### src/rtl/draw_pkg.sv
// Shared types for the per-frame draw sequencer: FSM states, segment indices
// and the coordinate snapshot layout.
package draw_pkg;
  localparam int COORD_W  = 11;
  localparam int NUM_SEGS = 7;

  typedef logic [2:0] seg_idx_t;
  typedef logic [COORD_W-1:0] coord_t;

  localparam seg_idx_t LAST_SEG = seg_idx_t'(NUM_SEGS - 1);
  localparam logic COLOR_BG = 1'b0;
  localparam logic COLOR_FG = 1'b1;

  typedef enum logic [1:0] {IDLE, CLEAR, ERASE, DRAW} state_t;

  // Pipes use ya = gap bottom, yb = gap top; the bird uses them as its two ends.
  typedef struct packed {
    coord_t x;
    coord_t ya;
    coord_t yb;
  } seg_t;

  typedef struct packed {
    seg_t   bird;
    seg_t   pipe1;
    seg_t   pipe2;
    seg_t   pipe3;
    coord_t top;
    coord_t bot;
  } snap_t;
endpackage

### src/rtl/segment_select.sv
// Maps a segment index and a coordinate snapshot to vertical line endpoints:
// 0 = bird, odd = pipe upper part (top..gap top), even = pipe lower part.
module segment_select
  import draw_pkg::*;
(
  input  seg_idx_t seg,
  input  snap_t    snap,
  output coord_t   x0,
  output coord_t   y0,
  output coord_t   x1,
  output coord_t   y1
);
  seg_t pipe;

  always_comb begin
    case (seg)
      3'd1, 3'd2: pipe = snap.pipe1;
      3'd3, 3'd4: pipe = snap.pipe2;
      default:    pipe = snap.pipe3;
    endcase

    x0 = pipe.x;
    x1 = pipe.x;
    y0 = pipe.ya;
    y1 = snap.bot;
    if (seg == 3'd0) begin
      x0 = snap.bird.x;
      x1 = snap.bird.x;
      y0 = snap.bird.ya;
      y1 = snap.bird.yb;
    end else if (seg[0]) begin
      y0 = snap.top;
      y1 = pipe.yb;
    end
  end
endmodule

### src/rtl/frame_draw_sequencer.sv
// Per-frame scheduler for the shared line drawer: snapshots the scene on a
// frame tick, clears or erases the previous frame, then draws the new one.
module frame_draw_sequencer
  import draw_pkg::*;
#(
  parameter int N        = COORD_W,
  parameter int SCREEN_W = 640,
  parameter int SCREEN_H = 480
) (
  input  logic         clock,
  input  logic         reset,
  input  logic         frame_tick,
  input  logic [N-1:0] bird_x,
  input  logic [N-1:0] bird_y0,
  input  logic [N-1:0] bird_y1,
  input  logic [N-1:0] pipe1_x,
  input  logic [N-1:0] pipe1_y0,
  input  logic [N-1:0] pipe1_y1,
  input  logic [N-1:0] pipe2_x,
  input  logic [N-1:0] pipe2_y0,
  input  logic [N-1:0] pipe2_y1,
  input  logic [N-1:0] pipe3_x,
  input  logic [N-1:0] pipe3_y0,
  input  logic [N-1:0] pipe3_y1,
  input  logic [N-1:0] y_top,
  input  logic [N-1:0] y_bot,
  input  logic         line_done,
  output logic [N-1:0] x0,
  output logic [N-1:0] y0,
  output logic [N-1:0] x1,
  output logic [N-1:0] y1,
  output logic         color,
  output logic         line_start,
  output logic         busy,
  output logic         frame_done,
  output logic         overrun
);
  localparam int CW = (SCREEN_W > 1) ? $clog2(SCREEN_W) : 1;
  localparam logic [CW-1:0] COL_LAST = CW'(SCREEN_W - 1);
  localparam logic [N-1:0]  ROW_LAST = N'(SCREEN_H - 1);

  state_t        state;
  seg_idx_t      seg;
  logic [CW-1:0] col;
  logic          prev_valid;
  snap_t         cur;
  snap_t         prev;
  seg_idx_t      cur_idx;
  seg_idx_t      prev_idx;
  coord_t        cur_x0, cur_y0, cur_x1, cur_y1;
  coord_t        prev_x0, prev_y0, prev_x1, prev_y1;
  logic          done_ok;
  logic          last_draw;

  // A done in the same cycle as our start belongs to no line of ours.
  assign done_ok   = line_done && !line_start;
  assign last_draw = (state == DRAW) && done_ok && (seg == LAST_SEG);
  assign busy      = (state != IDLE);

  // Look one segment ahead so the next line issues on the done edge.
  assign cur_idx  = (state == DRAW)  ? seg_idx_t'(seg + 3'd1) : '0;
  assign prev_idx = (state == ERASE) ? seg_idx_t'(seg + 3'd1) : '0;

  segment_select cur_sel (
    .seg (cur_idx),
    .snap(cur),
    .x0  (cur_x0),
    .y0  (cur_y0),
    .x1  (cur_x1),
    .y1  (cur_y1)
  );

  segment_select prev_sel (
    .seg (prev_idx),
    .snap(prev),
    .x0  (prev_x0),
    .y0  (prev_y0),
    .x1  (prev_x1),
    .y1  (prev_y1)
  );

  always_ff @(posedge clock) begin
    if (!reset && state == IDLE && frame_tick) begin
      cur <= {bird_x, bird_y0, bird_y1,
              pipe1_x, pipe1_y0, pipe1_y1,
              pipe2_x, pipe2_y0, pipe2_y1,
              pipe3_x, pipe3_y0, pipe3_y1,
              y_top, y_bot};
    end
    if (!reset && last_draw) begin
      prev <= cur;
    end
  end

  always_ff @(posedge clock) begin
    if (reset) begin
      state      <= IDLE;
      seg        <= '0;
      col        <= '0;
      prev_valid <= 1'b0;
      x0         <= '0;
      y0         <= '0;
      x1         <= '0;
      y1         <= '0;
      color      <= COLOR_BG;
      line_start <= 1'b0;
      frame_done <= 1'b0;
      overrun    <= 1'b0;
    end else begin
      line_start <= 1'b0;
      frame_done <= 1'b0;
      overrun    <= frame_tick && (state != IDLE);

      case (state)
        IDLE: begin
          if (frame_tick) begin
            seg        <= '0;
            col        <= '0;
            color      <= COLOR_BG;
            line_start <= 1'b1;
            if (prev_valid) begin
              state <= ERASE;
              x0    <= prev_x0;
              y0    <= prev_y0;
              x1    <= prev_x1;
              y1    <= prev_y1;
            end else begin
              state <= CLEAR;
              x0    <= '0;
              y0    <= '0;
              x1    <= '0;
              y1    <= ROW_LAST;
            end
          end
        end

        CLEAR: begin
          if (done_ok) begin
            line_start <= 1'b1;
            if (col == COL_LAST) begin
              state <= DRAW;
              seg   <= '0;
              color <= COLOR_FG;
              x0    <= cur_x0;
              y0    <= cur_y0;
              x1    <= cur_x1;
              y1    <= cur_y1;
            end else begin
              col <= col + 1'b1;
              x0  <= N'(col) + N'(1);
              x1  <= N'(col) + N'(1);
              y0  <= '0;
              y1  <= ROW_LAST;
            end
          end
        end

        ERASE: begin
          if (done_ok) begin
            line_start <= 1'b1;
            if (seg == LAST_SEG) begin
              state <= DRAW;
              seg   <= '0;
              color <= COLOR_FG;
              x0    <= cur_x0;
              y0    <= cur_y0;
              x1    <= cur_x1;
              y1    <= cur_y1;
            end else begin
              seg <= seg + 3'd1;
              x0  <= prev_x0;
              y0  <= prev_y0;
              x1  <= prev_x1;
              y1  <= prev_y1;
            end
          end
        end

        DRAW: begin
          if (done_ok) begin
            if (seg == LAST_SEG) begin
              state      <= IDLE;
              seg        <= '0;
              prev_valid <= 1'b1;
              frame_done <= 1'b1;
            end else begin
              line_start <= 1'b1;
              seg        <= seg + 3'd1;
              x0         <= cur_x0;
              y0         <= cur_y0;
              x1         <= cur_x1;
              y1         <= cur_y1;
            end
          end
        end
      endcase
    end
  end
endmodule

### config.mk
export PLATFORM = sky130hd
export DESIGN_NAME = frame_draw_sequencer
export DESIGN_NICKNAME = d
export VERILOG_FILES = /design/src/rtl/draw_pkg.sv /design/src/rtl/segment_select.sv /design/src/rtl/frame_draw_sequencer.sv
export SDC_FILE = /design/constraint.sdc
export NUM_CORES = 1
export LEC_CHECK = 0
export ABC_AREA = 1
export BUFFER_PORTS_ARGS = -buffer_cell sky130_fd_sc_hd__buf_2
export CORE_ASPECT_RATIO = 0.75
export CORE_MARGIN = 1
export CORE_UTILIZATION = 35
export CTS_CLUSTER_SIZE = 14
export DETAILED_ROUTE_END_ITERATION = 10
export SLEW_MARGIN = 10
export SYNTH_ARGS = -nofsm -noshare
export SYNTH_HDL_FRONTEND = slang
export SYNTH_SLANG_ARGS = --single-unit
### constraint.sdc
create_clock -name clock -period 24 [get_ports clock]
set_input_delay 4.8 -clock clock [delete_from_list [all_inputs] [get_ports clock]]
set_output_delay 4.8 -clock clock [all_outputs]
set_load 0.01 [all_outputs]
# Word level (Yosys, flattened, before mapping)
# Index checks and enable logic that the tools add are counted.
# W data, S select, Z words.
# word_totals
word_cells	167
inputBits	158
regBits	361
out_inout_bits	49
# classes
reduce_logical	28
eq_ne	23
bitwise	2
muxes	72
add_sub_neg	3
# op_table
op	n
$mux W11	34
$pmux W11 S4	3
$pmux W33 S2	2
$mux W10	3
$mux W3	7
$pmux W10 S2	1
$mux W2	8
$ne A2 B2 Y1 const B	8
$eq A3 B2 Y1 const B	4
$reduce_or A2 Y1	6
$add A10 B1 Y11 const B	1
$add A10 B1 Y10 const B	1
$eq A10 B10 Y1 const B	1
$mux W1	10
$eq A3 B3 Y1 const B	3
$pmux W3 S3	1
$pmux W2 S4	1
$reduce_and A4 Y1	2
$logic_and A1 B1 Y1	7
$reduce_and A7 Y1	1
$eq A3 B1 Y1 const B	2
$logic_not A3 Y1	2
$pmux W1 S3	2
$reduce_and A6 Y1	1
12 further kinds	17

# Logic depth before layout (Yosys ltp)
# Gate-level depths: netlist of the first run.
# logic_depth
ltp_word	10
mapped_depth	17
depth_no_buf	16

# Cells and area by module
# From an unflattened synthesis of the first run, not the netlist that was laid out.
# hier_totals
cells_unflattened	1739
hier_area_um2	16963.8
# modules_own_cells
mod	seq_area_each_um2	area_each_um2	cells_per_inst	instances
frame_draw_sequencer	10530.1	13658.1	1023	1
segment_select	0.0	1652.8	358	2

# Worst setup path after synthesis of the first run
# OpenSTA, ideal clock, no wires.
# synth_timing
path_type	input port to flip-flop
startpoint	input reset
endpoint	register prev[0] (netlist name) (enable)
t_required_ns	22.955
path_slack_ns	3.328
setup_ns	1.045
stages	2
t_arrival_ns	19.627
path_buffers	1
cell_sequence	clkbuf_1 nor4_1
# synth_between
elab_chain_cells	2
# synth_lines
element	line_no	rtl
from (decl)	frame_draw_sequencer.sv:11	input logic reset,
$logic_not A1 Y1	frame_draw_sequencer.sv:90	if (!reset && last_draw) begin
$logic_and A1 B1 Y1	frame_draw_sequencer.sv:90	
to (signal assigned)	frame_draw_sequencer.sv:91	prev <= cur;
to (decl)	frame_draw_sequencer.sv:47	snap_t prev;
# Every way passes these cells.
# A chain may end at the register's enable or synchronous reset.

# Worst setup path after layout of the first run
# layout_timing
startpoint	register state[0]
endpoint	output busy
# layout_between
elab_chain_cells	1
# layout_lines
element	line_no	rtl
from (decl)	frame_draw_sequencer.sv:42	state_t state;
from (signal assigned)	frame_draw_sequencer.sv:97	state <= IDLE;
from (signal assigned)	frame_draw_sequencer.sv:122	state <= ERASE;
from (signal assigned)	frame_draw_sequencer.sv:128	state <= CLEAR;
$reduce_bool A2 Y1	frame_draw_sequencer.sv:58	assign busy = (state != IDLE);
to (decl)	frame_draw_sequencer.sv:34	output logic busy,
# Every way passes these cells.

==> flow_metrics.env, run 1 <==
export IMPL_syn_avg_cell_area_um2=11.3
export IMPL_netlist_instances=1310
export IMPL_cts_buffer_depth=3
export IMPL_netlist_area_leader_share=0.626
export IMPL_clock_skew_final_ns=0.0190
export IMPL_cts_sinks=361
export IMPL_hold_depth=0
export IMPL_holdWs_ns=0.446
export IMPL_grtUsageMet1=0.267
export IMPL_ant_nets=0
export IMPL_irDropWorstVdd_uv=50.5
export IMPL_finalCritPeriodShare=0.280
export IMPL_cp_required_ns=19.20
export IMPL_insertion_delay_ns=0.53
export IMPL_port_buffers=206
export IMPL_final_net_count=1660
export IMPL_fmax_ghz=0.149
export IMPL_syn2layout_area_growth_pct=17.9
export IMPL_async_flop_share=0
export IMPL_place_area_mm2=0.0162
export IMPL_reg2reg_slack_ns=19.87
export IMPL_detail_route_first_pass_iterations=5
export IMPL_hold_buffers=0
export IMPL_post_synth_top_area_cell="edfxtp_1"
export IMPL_r2r_cells=15
export IMPL_ys_flop_type="edfxtp_1"
export IMPL_final_cell_mix="edfxtp_1, nand2_1, buf_2"
export IMPL_max_slew_margin=0.249
export IMPL_hpwlAfterDp_um=25900
export IMPL_synth_compound_area_frac=0.0923
export IMPL_crit_type="reg2out"
export IMPL_grt_usage=0.180
export IMPL_fin_setup_tns_ns=0
export IMPL_cts_tree="done"
export IMPL_critPathArrivalTime_ns=1.92
export IMPL_core_mm2=0.0412
export IMPL_chipWidth_um=239
export IMPL_rsz0062_at_grt="no"
export IMPL_antenna_found_initial=0
export IMPL_timing_rr_start="seg[0]"
export IMPL_routed_wl_um=39200
export IMPL_synth_nets=1477
export IMPL_use_met3=0.0315
export IMPL_synth_edf_count=308
export IMPL_r2r_end="y1[3]"
export IMPL_grt_pass1_wl_um=58600
export IMPL_overflow=0
export IMPL_numCtsBuffers=37
export IMPL_path_clk_slew_ns=0.06
export IMPL_fin_ws_ns=17.28
export IMPL_cts_resized=0
export IMPL_synth_fa_ha_area_frac=0.00762
export IMPL_multiInputGateArea_mm2=0.00383
export IMPL_total_power_uw=1720
export IMPL_synth_top_family_by_area="simple AND/OR/NAND/NOR gates"
export IMPL_yosys_area_share_simple=0.156
export IMPL_yosysUniqueCellTypes=35
export IMPL_grt_max_degree=137
export IMPL_yosysWarnings=0
export IMPL_vias=10380
export IMPL_worst_pin_slew_ns=1.13
export IMPL_synth_seq_cells=361
export IMPL_gp_congestion=0.873
export IMPL_min_period_ns=6.72
export IMPL_h_tree_depth=2
export IMPL_max_cap_violations=0
export IMPL_regArea_mm2=0.0103
export IMPL_synth_xor_area_share=0.00237
export IMPL_final_common_cell="edfxtp_1"
export IMPL_num_io_pins=207
export IMPL_fillers=3876
export IMPL_pwr_density_cell_mw_per_mm2=98.9
export IMPL_met2_usage=0.271
export IMPL_stdcell_area_mm2=0.0174
export IMPL_synthMuxAreaShare=0
export IMPL_worst_hold_path_endpoint="prev[42]"
export IMPL_critPathMaxFanout=18
export IMPL_netlist_area_mm2=0.0148
export IMPL_drv_slew=0
export IMPL_viasPerCell=4.99
export IMPL_worst_hold_startpoint="cur[42]"
export IMPL_finalHoldViolCount=0
export IMPL_drtIter0Drc=1063
export IMPL_layout_drive_gt1_share=0.203
export IMPL_fp_dieArea_mm2=0.0431
export IMPL_post_cts_setup_buffers=0
export IMPL_start_util=0.358
export IMPL_min_path_type="reg2reg"
export IMPL_rows=64
export IMPL_top_usage_layer="met2"
export IMPL_ys_top_cells_by_area="edfxtp_1, nand2_1, dfxtp_1"
export IMPL_root_buffer="clkbuf_16"
export IMPL_setup_violations=0
export IMPL_routedWlPerCell_um=18.8
export IMPL_crit_path_start_kind="flop"
export IMPL_status="complete, no violations"
export IMPL_n_antenna_cell=0
export IMPL_p_leak_uw=0.00642
export IMPL_dp_worst_setup_slack_ns=17.10
export IMPL_route_detailed_drc=0
export IMPL_die_y_um=180
export IMPL_grt_pass1_vias=9707
export IMPL_ys_seq_area_frac=0.697
export IMPL_end_kind="output pin"
synth_stat cells (all sizes together) (2+ instances only):
| cell | number |
|---|---|
| edfxtp | 308 |
| a2bb2oi | 3 |
| o21ai | 133 |
| xor2 | 4 |
| nand4 | 30 |
| nor3 | 5 |
| dfxtp | 53 |
| buf | 38 |
| nor4 | 3 |
| ha | 9 |
| o22ai | 3 |
| clkbuf | 30 |
| a21oi | 99 |
| or2 | 13 |
| a21o | 11 |
| inv | 80 |
| nor2 | 89 |
| nand3 | 93 |
| nand2 | 295 |
| a211oi | 2 |
| o211ai | 7 |
through the flow:
stage | cells | util
2_1_floorplan | 1310 | -
3_3_place_gp | 2015 | 0.394
3_5_place_dp | 2015 | 0.394
4_1_cts | 2081 | 0.422
5_1_grt | 2081 | 0.422
6_report | 2081 | 0.422
registers in the layout, indices dropped and copies added, names as in the netlist, 2 cells and up:
name / count
y1: 11
x1: 11
y0: 11
prev: 154
state: 2
seg: 3
col: 10
cur: 154
cell type report:
type / instances / share of cell area
clock buffers: 48 / 0.0579
clock inverters: 18 / 0.0103
inverters: 81 / 0.0175
multi-input cells: 800 / 0.220
flip-flops and latches: 361 / 0.592
well taps: 561 / 0.0403
repair buffers: 212 / 0.0625
cell families (layout without fill, tap and decap cells):
family | Yosys count | in the layout
AO/OA/AOI/OAI | 259 | 259
XOR/XNOR | 4 | 4
adder cells (fa/ha/maj) | 9 | 9
buffers and inverters | 149 | 359
flip-flops | 361 | 361
AND/OR/NAND/NOR | 528 | 528
per-layer routing:
layer | part of all wire | vias up | wire, um
met5 | 0 | - | 0
met4 | 0.019 | 0 | 763
met3 | 0.079 | 52 | 3110
met2 | 0.44 | 440 | 17400
met1 | 0.46 | 4932 | 17900
li1 | - | 4956 | -
worst max path at each step:
stage / start / to / slack [ns] / cells after the start
finish: state[0] / busy / 17.28 / 4
global route: state[0] / busy / 17.17 / 4
CTS: state[0] / busy / 17.25 / 4
detailed placement: line_done / y1[4] / 17.10 / 14
global placement: line_done / y1[2] / 17.15 / 14
floorplan: reset / prev[0] / 3.33 / 2
worst max-delay path: stages (launching register included):
cell	delay, ns
dfxtp_1	0.42
inv_1	0.11
ha_1	0.32
inv_2	0.33
buf_2	0.22
where the power goes:
part	switching, uW	leakage (uW)	internal (uW)
clock	237	0.000587	330
combinational	251	0.00259	111
sequential	41.4	0.00324	753
(Power assumes the default switching activity.)
==> run 2: changes to the inputs <==
==> constraint.sdc (replaced) <==
create_clock -name clock -period 6.66 [get_ports clock]
set_input_delay 1.332 -clock clock [delete_from_list [all_inputs] [get_ports clock]]
set_output_delay 1.332 -clock clock [all_outputs]
set_load 0.01 [all_outputs]
==> run 2 against run 1 <==
  * Utilization is 0.32 points higher
  * Count of clock-buffer cells in the layout is 1 higher
  * Sequential power grew to 3.6 times the previous value
  * Hold slack worse by 0.0034 ns
  * Via count is 1.6% higher
  * Critical endpoint is now y1[7]
==> flow_metrics.env, run 2 (synthesis gave the netlist of run 1 again) <==
export IMPL_max_cap_violations=0
export IMPL_insertion_delay_ns=0.54
export IMPL_multiInputGateArea_mm2=0.00384
export IMPL_stdcell_count=2086
export IMPL_min_period_ns=3.82
export IMPL_syn2layout_area_growth_pct=18.8
export IMPL_n_antenna_cell=0
export IMPL_drtIter0Drc=988
export IMPL_cts_tree="done"
export IMPL_slowest_delay_ns=0.79
export IMPL_end_kind="flop"
export IMPL_vias=10543
export IMPL_routedWlPerCell_um=19.5
export IMPL_cts_resized=0
export IMPL_min_path_type="reg2reg"
export IMPL_finalHoldViolCount=0
export IMPL_post_cts_setup_buffers=0
export IMPL_routed_wl_um=40700
export IMPL_status="complete, no violations"
export IMPL_fillers=3892
export IMPL_drv_slew=0
export IMPL_regArea_mm2=0.0103
export IMPL_r2r_cells=15
export IMPL_fmax_ghz=0.262
export IMPL_worst_pin_slew_ns=1.25
export IMPL_final_util=0.426
export IMPL_clock_skew_final_ns=0.0120
export IMPL_die_y_um=180
export IMPL_h_tree_depth=2
export IMPL_cts_buffer_depth=3
export IMPL_path_buf_inv=2
export IMPL_setup_violations=0
export IMPL_detail_route_first_pass_iterations=5
export IMPL_grt_max_degree=141
export IMPL_finalCritPeriodShare=0.574
export IMPL_port_buffers=206
export IMPL_dp_worst_setup_slack_ns=2.86
export IMPL_gp_congestion=0.929
export IMPL_hpwlAfterDp_um=26800
export IMPL_viasPerCell=5.05
export IMPL_start_util=0.358
export IMPL_grt_usage=0.187
export IMPL_irDropWorstVdd_uv=192
export IMPL_root_buffer="clkbuf_16"
export IMPL_numCtsBuffers=39
export IMPL_rows=64
export IMPL_fin_ws_ns=2.84
export IMPL_antenna_found_initial=0
export IMPL_final_common_cell="edfxtp_1"
export IMPL_cp_required_ns=7.04
export IMPL_fp_dieArea_mm2=0.0431
export IMPL_ant_nets=0
export IMPL_overflow=0
export IMPL_hold_buffers=0
export IMPL_cpMostUsedCell="nand2_1"
export IMPL_crit_type="reg2reg"
export IMPL_hold_depth=0
export IMPL_critPathMaxFanout=40
export IMPL_final_net_count=1662
export IMPL_rsz0062_at_grt="no"
export IMPL_cp_slowest_cell="nand2_2"
export IMPL_route_detailed_drc=0
export IMPL_final_cell_mix="edfxtp_1, nand2_1, buf_2"
export IMPL_crit_path_start_kind="flop"
export IMPL_p_leak_uw=0.00647
export IMPL_grt_pass1_vias=10046
export IMPL_cts_sinks=361
export IMPL_dpl_cell_count=2015
export IMPL_grt_pass1_wl_um=60900
export IMPL_fin_setup_tns_ns=0
export IMPL_pwr_density_cell_mw_per_mm2=364
export IMPL_crit_cells=15
export IMPL_path_clk_slew_ns=0.06
export IMPL_max_slew_margin=0.168
export IMPL_path_delay_family="simple AND/OR/NAND/NOR gates"
export IMPL_largestRegisters="cur (154), prev (154)"
export IMPL_layout_drive_gt1_share=0.211
export IMPL_crit_chain="ha_1 -> inv_1 -> nand2_1 -> nand2_1 -> nand2_1 -> nand2_2 -> nand2_1 -> inv_2 -> nand3_1 -> nand2_1 -> nand2_1 -> nand2_1 -> nand3_1 -> nand2_1 -> a21oi_1"
export IMPL_critPathArrivalTime_ns=4.21
export IMPL_core_mm2=0.0412
export IMPL_num_io_pins=207
export IMPL_chipWidth_um=239
## run 2: layer usage
layer	vias up	global-route usage	routed length (um)
met5	-	0	0
met4	0	0.0518	899
li1	4962	-	-
met1	5075	0.273	18600
met2	442	0.274	17800
met3	64	0.0455	3470
## run 2: final cells by class
type	instances	share of cell area
inverters	81	0.0173
repair buffers	212	0.0620
clock inverters	22	0.0125
multi-input cells	800	0.219
well taps	561	0.0400
flip-flops and latches	361	0.587
clock buffers	49	0.0619
## run 2: stage by stage
step           hold slack (ns)  power, uW  cell area, um^2
3_5_place_dp             0.432       4240            16200
4_1_cts                  0.443       6450            17600
6_report                 0.442       6390            17600
2_1_floorplan            0.419       3740            14800
5_1_grt                  0.452       6700            17600
3_3_place_gp             0.430       4220            16200
## run 2: path summary, 6_finish.rpt
check                from  endpoint  slack (ns)
setup / recovery   seg[0]     y1[7]        2.84
hold / removal    cur[93]  prev[93]        0.44
setup reg to reg   seg[0]     y1[7]        2.84
hold reg to reg   cur[93]  prev[93]        0.44
## run 2: power breakdown
part	internal (uW)	total (uW)	switching, uW
Combinational	397	1320	918
Clock	1290	2200	911
Sequential	2710	2880	166
Total	4400	6390	1990
==> run 3: changes to the inputs <==
==> constraint.sdc (replaced) <==
create_clock -name clock -period 3.65 [get_ports clock]
set_input_delay 0.73 -clock clock [delete_from_list [all_inputs] [get_ports clock]]
set_output_delay 0.73 -clock clock [all_outputs]
set_load 0.01 [all_outputs]
==> run 3 against run 2 <==
  * Non-clock buffer count grew 15
  * Sequential power grew 82%
  * Cell count grew 0.58%
  * Largest cell class unchanged
  * Via count is essentially flat
  * Total power grew 78%
  * Die area is the same
  * Register-to-register slack lost 2.2 ns
  * Hold slack lost 0.077 ns
==> flow_metrics.env, run 3 (synthesis gave the netlist of run 1 again) <==
export IMPL_grt_max_degree=110
export IMPL_final_common_cell="edfxtp_1"
export IMPL_worst_pin_slew_ns=1.04
export IMPL_path_clk_slew_ns=0.06
export IMPL_status="complete, no violations"
export IMPL_fillers=3911
export IMPL_total_power_uw=11400
export IMPL_irDropWorstVdd_uv=297
export IMPL_ant_nets=0
export IMPL_clock_skew_final_ns=0.0151
export IMPL_min_path_type="in2reg"
export IMPL_p_leak_uw=0.00649
export IMPL_gp_congestion=0.916
export IMPL_cts_resized=0
export IMPL_port_buffers=206
export IMPL_post_cts_setup_buffers=0
export IMPL_grt_pass1_wl_um=60200
export IMPL_viasPerCell=5.02
export IMPL_max_cap_violations=0
export IMPL_dpl_cell_count=2030
export IMPL_crit_type="reg2reg"
export IMPL_pwr_density_cell_mw_per_mm2=648
export IMPL_detail_route_first_pass_iterations=5
export IMPL_drtIter0Drc=1001
export IMPL_stdcell_count=2098
export IMPL_cts_tree="done"
export IMPL_min_period_ns=2.98
export IMPL_start_util=0.358
export IMPL_fp_dieArea_mm2=0.0431
export IMPL_grt_pass1_vias=9977
export IMPL_max_slew_margin=0.307
export IMPL_largestRegisters="cur (154), prev (154)"
export IMPL_final_cell_mix="edfxtp_1, nand2_1, buf_2"
export IMPL_insertion_delay_ns=0.54
export IMPL_finalHoldViolCount=0
export IMPL_chipWidth_um=239
export IMPL_cts_sinks=361
export IMPL_routed_wl_um=39900
export IMPL_grt_usage=0.184
export IMPL_cp_required_ns=4.12
export IMPL_syn2layout_area_growth_pct=18.8
export IMPL_finalCritPeriodShare=0.816
export IMPL_route_detailed_drc=0
export IMPL_end_kind="flop"
export IMPL_layout_drive_gt1_share=0.211
export IMPL_vias=10537
export IMPL_cp_slowest_cell="dfxtp_1"
export IMPL_rsz0062_at_grt="no"
export IMPL_hold_buffers=0
export IMPL_critPathArrivalTime_ns=3.44
export IMPL_overflow=0
export IMPL_drv_slew=0
export IMPL_hpwlAfterDp_um=27200
export IMPL_slowest_delay_ns=0.40
export IMPL_final_net_count=1676
export IMPL_numCtsBuffers=38
export IMPL_fmax_ghz=0.336
export IMPL_crit_chain="inv_1 -> ha_1 -> inv_2 -> nor2_2 -> nand2_2 -> nand2_2 -> nor2_4 -> buf_4 -> nand2_1 -> nand3_1 -> o21ai_0 -> o21ai_1 -> inv_1 -> a21oi_1"
export IMPL_num_io_pins=207
export IMPL_h_tree_depth=2
export IMPL_routedWlPerCell_um=19.0
export IMPL_core_mm2=0.0412
export IMPL_crit_path_start_kind="flop"
export IMPL_critPathMaxFanout=21
export IMPL_cts_buffer_depth=3
export IMPL_antenna_found_initial=1
export IMPL_n_antenna_cell=0
export IMPL_die_y_um=180
export IMPL_setup_violations=0
export IMPL_root_buffer="clkbuf_16"
export IMPL_rows=64
[run 3: cell count changes in the layout (fill, tap and decap cells not counted), moves of 3 or more]
| cell | previous run | this run |
|---|---|---|
| buf_4 | 5 | 18 |
| clkbuf_1 | 5 | 10 |
| clkinv_1 | 2 | 6 |
| clkbuf_16 | 41 | 38 |
| clkinvlp_4 | 4 | 0 |
| clkinv_2 | 10 | 7 |
[run 3: worst paths after layout]
check / startpoint / end / slack (ns) / depth (start not counted)
min: pipe1_y0[2] / cur[101] / 0.36 / 1
max reg2reg: state[0] / x1[8] / 0.67 / 14
min reg2reg: cur[64] / prev[64] / 0.44 / 0
max: state[0] / x1[8] / 0.67 / 14
[run 3: metal layers]
metal,vias up,global-route usage,share of wire
met5,-,0,0
met4,0,0.0451,0.018
met3,52,0.0339,0.075
met2,432,0.265,0.43
met1,5059,0.283,0.48
li1,4994,-,-
[run 3: area by class of cell]
cell class,instances,area [um^2],share of cell area
multi-input combinational,800,3840,0.219
timing repair buffer,227,1230,0.0698
clock buffer,50,1020,0.0579
clock inverter,18,156,0.00891
sequential,361,10300,0.587
inverter,81,304,0.0173
tap,561,702,0.0400
[run 3: worst max-delay path: cells and delay by family (launching register included)]
kind / cells / cell delay, ns
AOI/OAI and AO/OA: 3 / 0.39
adders and majority gates: 1 / 0.31
buffers and inverters: 4 / 0.66
DFF: 1 / 0.40
and+or+nand+nor: 6 / 1.12
[run 3: stage by stage]
step                hold slack (ns)  area [um^2]  utilization  worst slack [ns]  TNS, ns
floorplan                     0.419        14800            -             -2.63  -404.73
global placement              0.429        16400        0.397             0.737        0
detailed placement            0.434        16400        0.397             0.697        0
CTS                           0.344        17600        0.426             0.677        0
global route                  0.347        17600        0.426             0.373        0
finish                        0.365        17600        0.426             0.673        0
[run 3: power by group]
part / total (uW) / leakage [uW] / internal (uW) / switching [uW]
Sequential: 5240 / 0.00324 / 4950 / 289
Combinational: 2430 / 0.00267 / 762 / 1660
Clock: 3710 / 0.000578 / 2110 / 1600
